## src/rtl/load_store_unit_if.sv

```systemverilog
// load_store_unit_if: execute-stage request, DataMemory port and completion signals of the load/store unit.
interface load_store_unit_if;
    logic        valid;
    logic        loadReq;
    logic        storeReq;
    logic [2:0]  funct3;
    logic [31:0] address;
    logic [31:0] storeData;
    logic [31:0] memAddress;
    logic [31:0] memWriteData;
    logic        memRead;
    logic        memWrite;
    logic [31:0] memReadData;
    logic [31:0] loadData;
    logic        busy;
    logic        done;
    logic        error;

    modport slave (
        input  valid, loadReq, storeReq, funct3, address, storeData, memReadData,
        output memAddress, memWriteData, memRead, memWrite, loadData, busy, done, error
    );
    modport master (
        output valid, loadReq, storeReq, funct3, address, storeData, memReadData,
        input  memAddress, memWriteData, memRead, memWrite, loadData, busy, done, error
    );
endinterface

```

## src/rtl/load_store_unit.sv

```systemverilog
// load_store_unit: byte/half/word loads and stores against a word-wide DataMemory, sub-word stores by read-modify-write.
module load_store_unit #(
    parameter int MEM_WORDS = 32
) (
    input logic              clock,
    input logic              reset,
    load_store_unit_if.slave bus
);
    typedef enum logic [2:0] {IDLE, LOAD, RMW_RD, WRITE, DONE} state_t;
    state_t      state, state_n;
    logic [31:0] addr_q, wdata_q, shifted, rd_ext, mask, merged;
    logic [2:0]  f3_q;
    logic [4:0]  sh;
    logic        err_q, accept, bad;

    always_comb begin
        accept  = state == IDLE && bus.valid && (bus.loadReq || bus.storeReq);
        bad     = (bus.loadReq && bus.storeReq)
                || bus.funct3 == 3'b011
                || (bus.loadReq ? bus.funct3[2:1] == 2'b11 : bus.funct3[2])
                || (bus.funct3[1:0] == 2'b01 && bus.address[0])
                || (bus.funct3 == 3'b010 && bus.address[1:0] != 2'b00)
                || {2'b00, bus.address[31:2]} >= 32'(MEM_WORDS);
        sh      = {addr_q[1:0], 3'b000};
        shifted = bus.memReadData >> sh;
        rd_ext  = f3_q[1] ? bus.memReadData
                : f3_q[0] ? {{16{~f3_q[2] & shifted[15]}}, shifted[15:0]}
                :           {{24{~f3_q[2] & shifted[7]}}, shifted[7:0]};
        mask    = (f3_q[0] ? 32'h0000_FFFF : 32'h0000_00FF) << sh;
        merged  = (bus.memReadData & ~mask) | ((wdata_q << sh) & mask);
    end

    always_ff @(posedge clock)
        state <= reset ? IDLE : state_n;

    always_comb begin
        state_n          = state;
        bus.memRead      = 1'b0;
        bus.memWrite     = 1'b0;
        bus.memAddress   = 32'h0;
        bus.memWriteData = wdata_q;
        case (state)
            IDLE:    if (accept) state_n = bad ? DONE : bus.loadReq ? LOAD : bus.funct3[1] ? WRITE : RMW_RD;
            LOAD:    begin bus.memRead = 1'b1; bus.memAddress = {2'b00, addr_q[31:2]}; state_n = DONE; end
            RMW_RD:  begin bus.memRead = 1'b1; bus.memAddress = {2'b00, addr_q[31:2]}; state_n = WRITE; end
            WRITE:   begin bus.memWrite = !reset; bus.memAddress = {2'b00, addr_q[31:2]}; state_n = DONE; end
            default: state_n = IDLE;
        endcase
        bus.busy  = state != IDLE;
        bus.done  = state == DONE;
        bus.error = state == DONE && err_q;
    end

    // word stores write the latched operand directly; sub-word stores overwrite it with the merged word
    always_ff @(posedge clock) begin
        if (reset) begin
            bus.loadData <= 32'h0;
            err_q        <= 1'b0;
        end else begin
            if (accept) begin
                addr_q  <= bus.address;
                f3_q    <= bus.funct3;
                wdata_q <= bus.storeData;
                err_q   <= bad;
            end
            if (state == LOAD) bus.loadData <= rd_ext;
            if (state == RMW_RD) wdata_q <= merged;
        end
    end
endmodule

```

## src/flat_wrapper.sv

```systemverilog
// flat-port wrapper written by rule: the top's interface ports become plain ports
module load_store_unit_flat 
#(
    parameter int MEM_WORDS = 32
)
  (clock, reset, bus_valid, bus_loadReq, bus_storeReq, bus_funct3, bus_address, bus_storeData, bus_memReadData, bus_memAddress, bus_memWriteData, bus_memRead, bus_memWrite, bus_loadData, bus_busy, bus_done, bus_error);
  load_store_unit_if bus_i ();
  input logic clock;
  input logic reset;
  input wire logic [$bits(bus_i.valid)-1:0] bus_valid;
  input wire logic [$bits(bus_i.loadReq)-1:0] bus_loadReq;
  input wire logic [$bits(bus_i.storeReq)-1:0] bus_storeReq;
  input wire logic [$bits(bus_i.funct3)-1:0] bus_funct3;
  input wire logic [$bits(bus_i.address)-1:0] bus_address;
  input wire logic [$bits(bus_i.storeData)-1:0] bus_storeData;
  input wire logic [$bits(bus_i.memReadData)-1:0] bus_memReadData;
  output wire logic [$bits(bus_i.memAddress)-1:0] bus_memAddress;
  output wire logic [$bits(bus_i.memWriteData)-1:0] bus_memWriteData;
  output wire logic [$bits(bus_i.memRead)-1:0] bus_memRead;
  output wire logic [$bits(bus_i.memWrite)-1:0] bus_memWrite;
  output wire logic [$bits(bus_i.loadData)-1:0] bus_loadData;
  output wire logic [$bits(bus_i.busy)-1:0] bus_busy;
  output wire logic [$bits(bus_i.done)-1:0] bus_done;
  output wire logic [$bits(bus_i.error)-1:0] bus_error;
  assign bus_i.valid = bus_valid;
  assign bus_i.loadReq = bus_loadReq;
  assign bus_i.storeReq = bus_storeReq;
  assign bus_i.funct3 = bus_funct3;
  assign bus_i.address = bus_address;
  assign bus_i.storeData = bus_storeData;
  assign bus_i.memReadData = bus_memReadData;
  assign bus_memAddress = bus_i.memAddress;
  assign bus_memWriteData = bus_i.memWriteData;
  assign bus_memRead = bus_i.memRead;
  assign bus_memWrite = bus_i.memWrite;
  assign bus_loadData = bus_i.loadData;
  assign bus_busy = bus_i.busy;
  assign bus_done = bus_i.done;
  assign bus_error = bus_i.error;
  load_store_unit #(.MEM_WORDS(MEM_WORDS)) u_core (.clock(clock), .reset(reset), .bus(bus_i));
endmodule
```

## config.mk

```make
export PLATFORM = sky130hd
export DESIGN_NAME = load_store_unit_flat
export DESIGN_NICKNAME = d
export VERILOG_FILES = /design/src/rtl/load_store_unit_if.sv /design/src/rtl/load_store_unit.sv /design/src/flat_wrapper.sv
export SDC_FILE = /design/constraint.sdc
export NUM_CORES = 1
export LEC_CHECK = 0
export BUFFER_PORTS_ARGS = -buffer_cell sky130_fd_sc_hd__buf_2
export CAP_MARGIN = 20
export CELL_PAD_IN_SITES_DETAIL_PLACEMENT = 2
export CELL_PAD_IN_SITES_GLOBAL_PLACEMENT = 2
export CORE_UTILIZATION = 25
export DETAILED_ROUTE_END_ITERATION = 10
export PLACE_DENSITY = 0.67
export SETUP_SLACK_MARGIN = 0.2
export SLEW_MARGIN = 20
export SYNTH_ARGS = -nofsm -noshare
export SYNTH_HDL_FRONTEND = slang
export SYNTH_SLANG_ARGS = --single-unit
```

## constraint.sdc

```tcl
create_clock -name clock -period 6.8 [get_ports clock]
set_input_delay 1.02 -clock clock [delete_from_list [all_inputs] [get_ports clock]]
set_output_delay 1.02 -clock clock [all_outputs]
set_load 0.02 [all_outputs]
```

==> insert_results.sql, run 1 <==
INSERT INTO impl_metrics (metric_group, metric, value, unit) VALUES
('synthesis', 'synth-seq-cells', '103', ''),
('sta', 'timing.final.setup_violations', '0', ''),
('sta', 'layout_setup_ws', '3750', 'ps'),
('final_layout', 'area.growth.synth_to_final', '27.3', '%'),
('grt', 'grt_max_degree', '69', ''),
('sta', 'fin_tns_setup', '0', 'ps'),
('placement', 'place_hpwl', '15900', 'um'),
('route', 'ant_nets', '0', ''),
('synthesis', 'synth_most_common_cell', 'nand2_1', ''),
('worst_setup_path', 'timing.reg2reg.worst_path_depth', '3', ''),
('sta', 'fmax', '328', 'MHz'),
('synthesis', 'main_area_contributors_after_synthesis', 'edfxtp_1 (37%), dfxtp_1 (13%), mux2i_1 (6.0%), and2_1 (5.4%), nand2_1 (4.9%)', ''),
('sta', 'tightestPinTransition', '1060', 'ps'),
('clocking', 'htreeDepth', '3', ''),
('synthesis', 'ys_top_cells_by_count', 'nand2_1 (72), edfxtp_1 (67), and2_1 (47), a21oi_1 (42), o21ai_0 (39)', ''),
('clocking', 'worst_skew_pair.late_latency', '350', 'ps'),
('floorplanning', 'core.rowCount', '53', ''),
('route', 'final_wirelength', '20500', 'um'),
('min_path', 'min_path_cells', '2', ''),
('synthesis', 'synth_top_cell_by_area', 'edfxtp_1', ''),
('floorplanning', 'die_width', '150', 'um'),
('min_path', 'hold_path_class', 'reg2reg', ''),
('final_layout', 'drive_above_1_share', '0.349', ''),
('grt', 'antenna_violations_before_repair', '0', ''),
('synthesis', 'mappedNetlistArea', '0.00548', 'mm2'),
('clocking', 'clk_root_buffer_cell', 'clkbuf_16', ''),
('route', 'avgViaCountPerCell', '4.80', ''),
('worst_setup_path', 'worst_ep_required_time', '5780', 'ps'),
('sta', 'hold_viol', '0', ''),
('clocking', 'cts_post_setup_buffers_inserted', '0', ''),
('flow_run', 'max_cap_violations', '0', ''),
('route', 'detail_route.drc_violations', '0', ''),
('synthesis', 'netlist-cell-type-count', '45', ''),
('worst_setup_path', 'worstSetupEndpointType', 'output port', ''),
('clocking', 'clk_transition_reported_paths', '80', 'ps'),
('floorplanning', 'die_height', '150', 'um'),
('clocking', 'largest_buffer_count_on_any_clock_path', '2', ''),
('route', 'vias', '4907', ''),
('route', 'initialDrtViolationCount', '171', ''),
('placement', 'dp_slack', '3780', 'ps'),
('clocking', 'cts-buffers-inserted', '9', ''),
('synthesis', 'number_of_enable_type_register_cells_in_the_synthesized_netlist', '67', ''),
('worst_setup_path', 'cp_data_arrival_time', '2030', 'ps'),
('power_and_ir_drop', 'ir_drop', '103', 'uV'),
('sta', 'final-max-slew-violation-count', '0', ''),
('synthesis', 'synthesis.yosys.warnings', '0', ''),
('floorplanning', 'core_region_area', '0.0213', 'mm2'),
('worst_setup_path', 'crit_path_start_kind', 'register', ''),
('grt', 'grt-ovfl-total', '0', ''),
('power_and_ir_drop', 'total_power', '1.39', 'mW'),
('route', 'wl_per_cell', '20.1', 'um'),
('sta', 'fin_crit_sh', '0.449', ''),
('sta', 'max-slew-margin-rel', '0.292', ''),
('placement', 'gpl.final_weighted_congestion', '0.798', ''),
('final_layout', 'final_nets', '845', ''),
('sta', 'rsz0062_at_grt', 'no', ''),
('clocking', 'cts_tree', 'yes', ''),
('power_and_ir_drop', 'powerDensity', '199', 'mW/mm2'),
('synthesis', 'synth_async_sr_flop_share', '0', ''),
('synthesis', 'post_synthesis_cells', '564', ''),
('floorplanning', 'start_util', '0.258', ''),
('grt', 'globalRouteTotalUtil', '0.183', ''),
('final_layout', 'layoutNonFillerInstCount', '1022', ''),
('sta', 'worst_clock_skew', '7.31', 'ps'),
('synthesis', 'post_synth.cell_area_avg', '9.72', 'um2'),
('placement', 'buffer_ports.inserted', '202', ''),
('synthesis', 'ys.flop_type', 'edfxtp_1', ''),
('final_layout', 'finalCoreUtilization', '0.328', ''),
('worst_setup_path', 'path_max_fanout', '30', ''),
('power_and_ir_drop', 'leakage', '3.00', 'nW'),
('clocking', 'clock_sinks', '103', ''),
('sta', 'period_needed', '3050', 'ps'),
('floorplanning', 'design.portCount', '205', ''),
('worst_setup_path', 'worstSetupPathType', 'reg2out', ''),
('clocking', 'postCtsResizedCells', '0', ''),
('synthesis', 'yosysTopAreaCellShare', '0.367', ''),
('clocking', 'cts_hold_repair.buffers', '0', ''),
('route', 'detailedRoute.firstPassIterationCount', '4', ''),
('floorplanning', 'dieArea', '0.0225', 'mm2'),
('status', 'run_status', 'finished, final reports clean', ''),
('grt', 'wire_length_of_the_first_global_routing_pass', '30600', 'um'),
('grt', 'vias_in_the_first_global_route', '5438', ''),
('placement', 'placed_cells_incl_taps', '1005', ''),
('synthesis', 'synth_seq_area_share', '0.499', '');
## critical path, cell delays in order (launching register included)
cell and delay, ps:
dfxtp_1 460, nor2_1 130, nor2_2 670, and2_1 250, buf_2 170
## routing by layer
layer,up-vias,wire length (um),track usage
met5,-,0,0
met3,18,765,0.0284
met2,113,10800,0.336
met4,0,295,0.0470
met1,2404,8720,0.221
li1,2372,-,-
## per-stage QoR
step	area (um2)	hold WS [ps]
final	6980	468
after global routing	6970	498
after CTS	6970	471
after detailed placement	6670	451
after global placement	6670	454
after floorplan	5490	530
## worst paths after layout
check        slack [ps]                                 from                             endpoint
max                3750         u_core.state[1]$_SDFFE_PP0P_                   bus_memAddress[29]
min                 470  u_core.bus.loadData[3]$_SDFFE_PP0P_  u_core.bus.loadData[3]$_SDFFE_PP0P_
max reg2reg        4260         u_core.state[1]$_SDFFE_PP0P_                             register
min reg2reg         470  u_core.bus.loadData[3]$_SDFFE_PP0P_  u_core.bus.loadData[3]$_SDFFE_PP0P_
## power breakdown
group          internal [mW]  switching [mW]  total (mW)
logic                 0.0577           0.102       0.160
clock network          0.262           0.272       0.533
registers              0.685         0.00852       0.693
## cells in the final DEF, fill, tap and decap left out, types with 7 or more instances in the layout
cell       netlist  final
a21oi_1         42     42
a22oi_1          7      7
and2_1          47     47
buf_2           13    202
buf_4            4      8
clkbuf_16        0      9
dfxtp_1         36     36
edfxtp_1        67     67
mux2_2           8      8
mux2i_1         33     33
nand2_1         72     72
nand2b_1         9      9
nand3_1         24     24
nor2_1          31     29
nor2b_1          9      9
nor3_2           8      8
o21a_1          16     16
o21ai_0         39     39
o21ai_1         20     20
o21ai_2         10     10
o221ai_1         7      7
## area by class of cell
type | instances | area [um2]
clock inverters | 7 | 73.8
well taps | 275 | 344
diodes | 1 | 2.50
inverters | 3 | 11.3
repair buffers | 210 | 1070
clock buffers | 9 | 225
fillers | 2420 | 14300
flip-flops and latches | 103 | 2730
multi-input cells | 414 | 2520
## logic make-up after synthesis
family / Yosys count / synth area share
other: 1 / 0.000684
AND/OR/NAND/NOR: 219 / 0.207
multiplexers: 43 / 0.0849
AO/OA/AOI/OAI: 150 / 0.165
buffers and inverters: 48 / 0.0441
flip-flops: 103 / 0.499
No activity file was read; power rests on OpenSTA's default activity.
==> inputs of run 2 (changes only) <==
PLACE_DENSITY = 0.69   (was 0.67)
clock period = 2.7 ns   (was 6.8 ns; I/O delays follow)
==> run 2 against run 1 <==
Largest power group unchanged. Global-route usage is 0.58 points higher. Non-clock buffer count grew 10. Register-to-register slack got worse by 3600 ps. Cell area up 0.86%. Highest routed layer unchanged. Critical path type unchanged. Sequential power rose to 2.5 times the previous value. Largest cell class unchanged. Total power grew to 2.5 times the previous value.
==> insert_results.sql, run 2 (synthesized netlist as in run 1, its figures left out) <==
INSERT INTO impl_metrics (metric_group, metric, value, unit) VALUES
('floorplanning', 'die_height', '150', 'um'),
('clocking', 'clock_sinks', '103', ''),
('sta', 'rsz0062_at_grt', 'no', ''),
('worst_setup_path', 'path_max_fanout', '18', ''),
('worst_setup_path', 'worst_ep_required_time', '2300', 'ps'),
('worst_setup_path', 'cp_data_arrival_time', '1820', 'ps'),
('min_path', 'hp-start', 'bus_address[3]', ''),
('grt', 'use_met2', '0.352', ''),
('route', 'vias', '4992', ''),
('final_layout', 'final_nets', '855', ''),
('worst_setup_path', 'worstSetupPathType', 'reg2out', ''),
('min_path', 'hold_path_class', 'in2reg', ''),
('grt', 'met1_usage', '0.228', ''),
('placement', 'buffer_ports.inserted', '202', ''),
('floorplanning', 'design.portCount', '205', ''),
('clocking', 'postCtsResizedCells', '0', ''),
('power_and_ir_drop', 'powerDensity', '497', 'mW/mm2'),
('final_layout', 'number_of_antenna_repair_diodes', '0', ''),
('route', 'detailedRoute.firstPassIterationCount', '4', ''),
('floorplanning', 'core_region_area', '0.0213', 'mm2'),
('route', 'initialDrtViolationCount', '273', ''),
('worst_setup_path', 'crit_chain', 'or3b_1, nand2_1, buf_2', ''),
('worst_setup_path', 'worstPathBufferInverterCount', '1', ''),
('clocking', 'cts_hold_repair.buffers', '0', ''),
('power_and_ir_drop', 'switching_power_as_a_share_of_total_power', '0.278', ''),
('grt', 'wire_length_of_the_first_global_routing_pass', '31500', 'um'),
('clocking', 'worst_skew_pair.late_latency', '360', 'ps'),
('sta', 'fin_crit_sh', '0.824', ''),
('clocking', 'clk_transition_reported_paths', '80', 'ps'),
('sta', 'hold_viol', '0', ''),
('worst_setup_path', 'worstSetupEndpointType', 'output port', ''),
('worst_setup_path', 'cpMaxStageDelayCell', 'or3b_1', ''),
('power_and_ir_drop', 'combinationalPowerShare', '0.119', ''),
('grt', 'grt-busiest-layer', 'met2', ''),
('grt', 'globalRouteTotalUtil', '0.189', ''),
('clocking', 'htreeDepth', '3', ''),
('clocking', 'cts_post_setup_buffers_inserted', '0', ''),
('worst_setup_path', 'crit_path_start_kind', 'register', ''),
('final_layout', 'area.growth.synth_to_final', '28.4', '%'),
('worst_setup_path', 'regToRegStartpoint', 'u_core.addr_q[0]$_DFFE_PP_', ''),
('route', 'avgViaCountPerCell', '4.84', ''),
('grt', 'vias_in_the_first_global_route', '5335', ''),
('route', 'detail_route.drc_violations', '0', ''),
('power_and_ir_drop', 'ir_drop', '268', 'uV'),
('final_layout', 'layout.cells.most_common', 'buf_2', ''),
('route', 'wl_per_cell', '20.9', 'um'),
('placement', 'gpl.final_weighted_congestion', '0.804', ''),
('power_and_ir_drop', 'power.net_switching', '0.971', 'mW'),
('sta', 'worst_clock_skew', '5.15', 'ps'),
('worst_setup_path', 'setup.worst_path.start', 'u_core.state[0]$_SDFFE_PP0P_', ''),
('sta', 'fmax', '450', 'MHz'),
('grt', 'grt-ovfl-total', '0', ''),
('power_and_ir_drop', 'cell_internal_pwr', '2.53', 'mW'),
('sta', 'period_needed', '2220', 'ps'),
('floorplanning', 'die_width', '150', 'um'),
('grt', 'met3_usage', '0.0314', ''),
('sta', 'final-max-slew-violation-count', '0', ''),
('worst_setup_path', 'critPathMaxStageDelay', '630', 'ps'),
('clocking', 'clk_root_buffer_cell', 'clkbuf_16', ''),
('grt', 'grt_max_degree', '65', ''),
('clocking', 'cts-buffers-inserted', '9', ''),
('clocking', 'largest_buffer_count_on_any_clock_path', '2', ''),
('floorplanning', 'dieArea', '0.0225', 'mm2'),
('power_and_ir_drop', 'power_frac_clock', '0.382', ''),
('final_layout', 'layout_common_cells', 'buf_2 (202), nand2_1 (72), edfxtp_1 (67), and2_1 (47), a21oi_1 (42)', ''),
('placement', 'placement.cell_area', '0.00674', 'mm2'),
('power_and_ir_drop', 'leakage', '3.04', 'nW'),
('floorplanning', 'start_util', '0.258', ''),
('final_layout', 'layout.cell_area.non_filler', '0.00704', 'mm2'),
('grt', 'antenna_violations_before_repair', '0', ''),
('worst_setup_path', 'critical_path.top_delay_family', 'simple AND/OR/NAND/NOR gates', ''),
('flow_run', 'max_cap_violations', '0', ''),
('route', 'ant_nets', '0', ''),
('status', 'run_status', 'finished, final reports clean', ''),
('sta', 'tightestPinTransition', '715', 'ps'),
('clocking', 'cts_tree', 'yes', ''),
('floorplanning', 'core.rowCount', '53', ''),
('route', 'final_wirelength', '21500', 'um'),
('power_and_ir_drop', 'total_power', '3.50', 'mW'),
('placement', 'place_hpwl', '16800', 'um'),
('sta', 'fin_tns_setup', '0', 'ps'),
('power_and_ir_drop', 'share_seq_of_total_power', '0.499', ''),
('final_layout', 'drive_above_1_share', '0.354', ''),
('sta', 'timing.final.setup_violations', '0', ''),
('sta', 'max-slew-margin-rel', '0.513', '');
==> run 2: cell types whose count changed in the layout (fill, tap and decap cells not counted), sizes merged <==
cell      delta
buf         +10
clkinvlp     +2
diode        -1
inv          -1
clkinv       -1
==> run 2: layer usage <==
layer,wire (um),part of all wire
met5,0,0
met4,156,0.0073
met3,798,0.037
met2,11600,0.54
met1,8960,0.42
==> run 2: path summary, 6_finish.rpt <==
path,endpoint,slack (ps),depth (start not counted)
worst max-delay path,bus_memRead,480,3
worst min-delay path,u_core.addr_q[3]$_DFFE_PP_,220,1
worst max register to register,register,690,6
worst min register to register,u_core.bus.loadData[5]$_SDFFE_PP0P_,470,2
==> run 2: power groups by stage <==
stage / clock network, mW / registers, mW / logic [mW]
6_report: 1.34 / 1.75 / 0.415
2_1_floorplan: 0 / 1.80 / 0.192
3_5_place_dp: 0 / 1.78 / 0.416
5_1_grt: 1.43 / 1.75 / 0.445
3_3_place_gp: 0 / 1.78 / 0.402
4_1_cts: 1.37 / 1.75 / 0.418
==> run 2: layout make-up <==
| type | count | area, um2 |
|---|---|---|
| Fill cell | 2365 | 14200 |
| Sequential cell | 103 | 2730 |
| Multi-Input combinational cell | 414 | 2510 |
| Timing Repair Buffer | 220 | 1150 |
| Tap cell | 275 | 344 |
| Clock buffer | 9 | 225 |
| Clock inverter | 7 | 66.3 |
| Inverter | 3 | 11.3 |
==> run 2: through the flow <==
step | worst slack [ps] | instances | utilization | hold slack (ps)
2_1_floorplan | 284 | 565 | - | 504
3_3_place_gp | 724 | 1014 | 0.317 | 451
3_5_place_dp | 656 | 1014 | 0.317 | 451
4_1_cts | 440 | 1030 | 0.330 | 208
5_1_grt | 369 | 1031 | 0.331 | 203
6_report | 477 | 1031 | 0.331 | 217
==> run 2: worst reg2reg max path, cell delays in order (launching register included) <==
cell and delay, ps:
edfxtp_1 390, buf_4 360, buf_4 360, mux2i_1 290
nor2_1 60, a21oi_1 140, o21ai_0 130
==> inputs of run 3 (changes only) <==
ABC_AREA = 1   (was unset)
PLACE_DENSITY = 0.71   (was 0.69)
clock period = 2.2 ns   (was 2.7 ns; I/O delays follow)
==> run 3 against run 2 <==
Critical path type unchanged. Largest cell class unchanged. Combinational power grew 28%. Clock-buffer cell count grew 2. Die area shrank 3.7%. Largest power group unchanged.
==> insert_results.sql, run 3 <==
INSERT INTO impl_metrics (metric_group, metric, value, unit) VALUES
('clocking', 'clk_transition_reported_paths', '80', 'ps'),
('final_layout', 'area.growth.synth_to_final', '31.0', '%'),
('synthesis', 'netlist-cell-type-count', '34', ''),
('final_layout', 'final_nets', '939', ''),
('sta', 'timing.final.setup_violations', '0', ''),
('worst_setup_path', 'regToRegStartpoint', 'u_core.addr_q[1]$_DFFE_PP_', ''),
('placement', 'placed_cells_incl_taps', '1091', ''),
('clocking', 'clk_root_buffer_cell', 'clkbuf_16', ''),
('sta', 'worst_clock_skew', '9.82', 'ps'),
('sta', 'rsz0062_at_grt', 'yes', ''),
('grt', 'antenna_violations_before_repair', '1', ''),
('final_layout', 'drive_above_1_share', '0.315', ''),
('synthesis', 'yosysTopAreaCellShare', '0.381', ''),
('worst_setup_path', 'worstSetupPathType', 'reg2out', ''),
('synthesis', 'number_of_enable_type_register_cells_in_the_synthesized_netlist', '67', ''),
('route', 'ant_nets', '0', ''),
('floorplanning', 'design.portCount', '205', ''),
('min_path', 'hold_path_class', 'in2reg', ''),
('flow_run', 'max_cap_violations', '0', ''),
('route', 'detail_route.drc_violations', '0', ''),
('synthesis', 'ys.flop_type', 'edfxtp_1', ''),
('route', 'final_wirelength', '21600', 'um'),
('grt', 'globalRouteTotalUtil', '0.201', ''),
('grt', 'grt_max_degree', '48', ''),
('worst_setup_path', 'crit_chain', 'inv_1, nand2_1, nand2_1, buf_12, nor2_1, buf_2', ''),
('sta', 'final-max-slew-violation-count', '0', ''),
('worst_setup_path', 'worstPathBufferInverterCount', '3', ''),
('power_and_ir_drop', 'ir_drop', '391', 'uV'),
('synthesis', 'synthesis.yosys.warnings', '0', ''),
('sta', 'fin_crit_sh', '0.874', ''),
('worst_setup_path', 'worstSetupEndpointType', 'output port', ''),
('route', 'routed-wl-met2', '10800', 'um'),
('placement', 'place_hpwl', '16900', 'um'),
('route', 'routed_met3_length', '1180', 'um'),
('worst_setup_path', 'path_max_fanout', '30', ''),
('status', 'run_status', 'finished, final reports clean', ''),
('worst_setup_path', 'cp_data_arrival_time', '1590', 'ps'),
('sta', 'tightestPinTransition', '715', 'ps'),
('synthesis', 'ys_top_cells_by_count', 'nand2_1 (117), o21ai_0 (89), nor2_1 (76), a21oi_1 (71), edfxtp_1 (67)', ''),
('route', 'drt-met1-wl', '9260', 'um'),
('power_and_ir_drop', 'leakage', '3.23', 'nW'),
('sta', 'max-slew-margin-rel', '0.523', ''),
('final_layout', 'layoutNonFillerInstCount', '1111', ''),
('floorplanning', 'core.rowCount', '52', ''),
('clocking', 'cts-buffers-inserted', '9', ''),
('sta', 'fin_tns_setup', '0', 'ps'),
('worst_setup_path', 'timing.reg2reg.worst_path_depth', '7', ''),
('synthesis', 'synth_most_common_cell', 'nand2_1', ''),
('final_layout', 'fillers', '2444', ''),
('synthesis', 'synth_seq_area_share', '0.518', ''),
('worst_setup_path', 'worst_path_most_repeated_cell', 'nand2_1', ''),
('floorplanning', 'start_util', '0.258', ''),
('floorplanning', 'die_height', '147', 'um'),
('synthesis', 'mappedNetlistArea', '0.00528', 'mm2'),
('min_path', 'worstHoldEndpoint', 'u_core.addr_q[2]$_DFFE_PP_', ''),
('final_layout', 'layout_common_cells', 'buf_2 (198), nand2_1 (117), o21ai_0 (89), nor2_1 (74), a21oi_1 (70)', ''),
('clocking', 'largest_buffer_count_on_any_clock_path', '2', ''),
('placement', 'gpl.final_weighted_congestion', '0.892', ''),
('route', 'wl_per_cell', '19.5', 'um'),
('final_layout', 'layout.cells.most_common', 'buf_2', ''),
('clocking', 'htreeDepth', '3', ''),
('route', 'avgViaCountPerCell', '4.82', ''),
('floorplanning', 'die_width', '147', 'um'),
('min_path', 'min_path_cells', '1', ''),
('worst_setup_path', 'crit_path_start_kind', 'register', ''),
('sta', 'period_needed', '1920', 'ps'),
('min_path', 'hp-start', 'bus_address[2]', ''),
('worst_setup_path', 'timing.critical_path.depth', '6', ''),
('synthesis', 'post_synth.cell_area_avg', '8.21', 'um2'),
('synthesis', 'post_synthesis_cells', '643', ''),
('synthesis', 'synth-seq-cells', '103', ''),
('grt', 'wire_length_of_the_first_global_routing_pass', '33300', 'um'),
('synthesis', 'synth_async_sr_flop_share', '0', ''),
('clocking', 'worst_skew_pair.late_latency', '360', 'ps'),
('worst_setup_path', 'setup.worst_path.start', 'u_core.state[0]$_SDFFE_PP0P_', ''),
('route', 'vias', '5353', ''),
('worst_setup_path', 'worst_ep_required_time', '1870', 'ps'),
('placement', 'buffer_ports.inserted', '202', ''),
('route', 'initialDrtViolationCount', '251', ''),
('floorplanning', 'core_region_area', '0.0204', 'mm2'),
('grt', 'vias_in_the_first_global_route', '5786', ''),
('power_and_ir_drop', 'powerDensity', '623', 'mW/mm2'),
('synthesis', 'synth_top_cell_by_area', 'edfxtp_1', ''),
('route', 'detailedRoute.firstPassIterationCount', '5', ''),
('grt', 'grt-ovfl-total', '0', ''),
('worst_setup_path', 'reg2reg_to', 'u_core.bus.memWriteData[10]$_DFFE_PP_', ''),
('synthesis', 'main_area_contributors_after_synthesis', 'edfxtp_1 (38%), dfxtp_1 (14%), o21ai_0 (8.4%), nand2_1 (8.3%), a21oi_1 (6.7%)', ''),
('floorplanning', 'dieArea', '0.0217', 'mm2'),
('route', 'top_layer_used', 'met4', ''),
('worst_setup_path', 'cpMaxStageDelayCell', 'dfxtp_1', ''),
('worst_setup_path', 'critPathMaxStageDelay', '410', 'ps'),
('sta', 'fmax', '520', 'MHz'),
('sta', 'hold_viol', '0', ''),
('clocking', 'clock_sinks', '103', ''),
('worst_setup_path', 'setup.reg_to_reg.worst_slack', '380', 'ps'),
('clocking', 'cts_tree', 'yes', ''),
('worst_setup_path', 'critical_path.top_delay_family', 'buffers and inverters', '');
run 3: kinds of logic after synthesis:
kind of cell    count (synthesis)  synth area share
compound gates                182             0.183
buf+inv                        94            0.0811
flops                         103             0.518
other cells                     1          0.000711
simple gates                  263             0.217
run 3: worst max-delay path by stage:
stage / endpoint
CTS: bus_memAddress[25]
global placement: bus_memRead
global route: bus_memAddress[26]
detailed placement: u_core.bus.memWriteData[11]$_DFFE_PP_
finish: bus_memAddress[25]
floorplan: u_core.addr_q[0]$_DFFE_PP_
run 3: routing by layer:
metal | GRT usage | vias up
met5 | 0 | -
met4 | 0.0619 | 0
met3 | 0.0481 | 27
met2 | 0.353 | 145
met1 | 0.242 | 2629
li1 | - | 2552
run 3: layout make-up:
cell class	instances	area, um2	share of cell area
sequential	103	2730	0.395
inverter	54	214	0.0310
clock buffer	11	254	0.0368
timing repair inverter	1	5.00	0.000724
tap	270	338	0.0489
timing repair buffer	219	1190	0.172
multi-input combinational	447	2140	0.310
antenna	1	2.50	0.000362
clock inverter	5	38.8	0.00561
run 3: timing repair:
action                     CTS  global route
pin swaps                    0             1
gates cloned                 1             0
resized for setup            2             8
setup endpoints to repair    1            31
hold buffers                 0             0
setup buffers                1             1
run 3: metrics by stage:
step	area (um2)	power (mW)	worst slack [ps]	utilization	hold WS, ps
final	6910	4.31	277	0.338	144
after detailed placement	6560	2.74	371	0.321	509
after global placement	6560	2.71	498	0.321	508
after CTS	6880	4.37	209	0.337	128
after floorplan	5290	2.46	232	-	429
after global routing	6910	4.50	182	0.338	132
run 3: where the power goes:
part / switching [mW] / internal (mW) / total, mW / leakage, nW
logic: 0.354 / 0.178 / 0.532 / 2.19
registers: 0.0295 / 2.13 / 2.15 / 0.909
clock network: 0.773 / 0.847 / 1.62 / 0.137
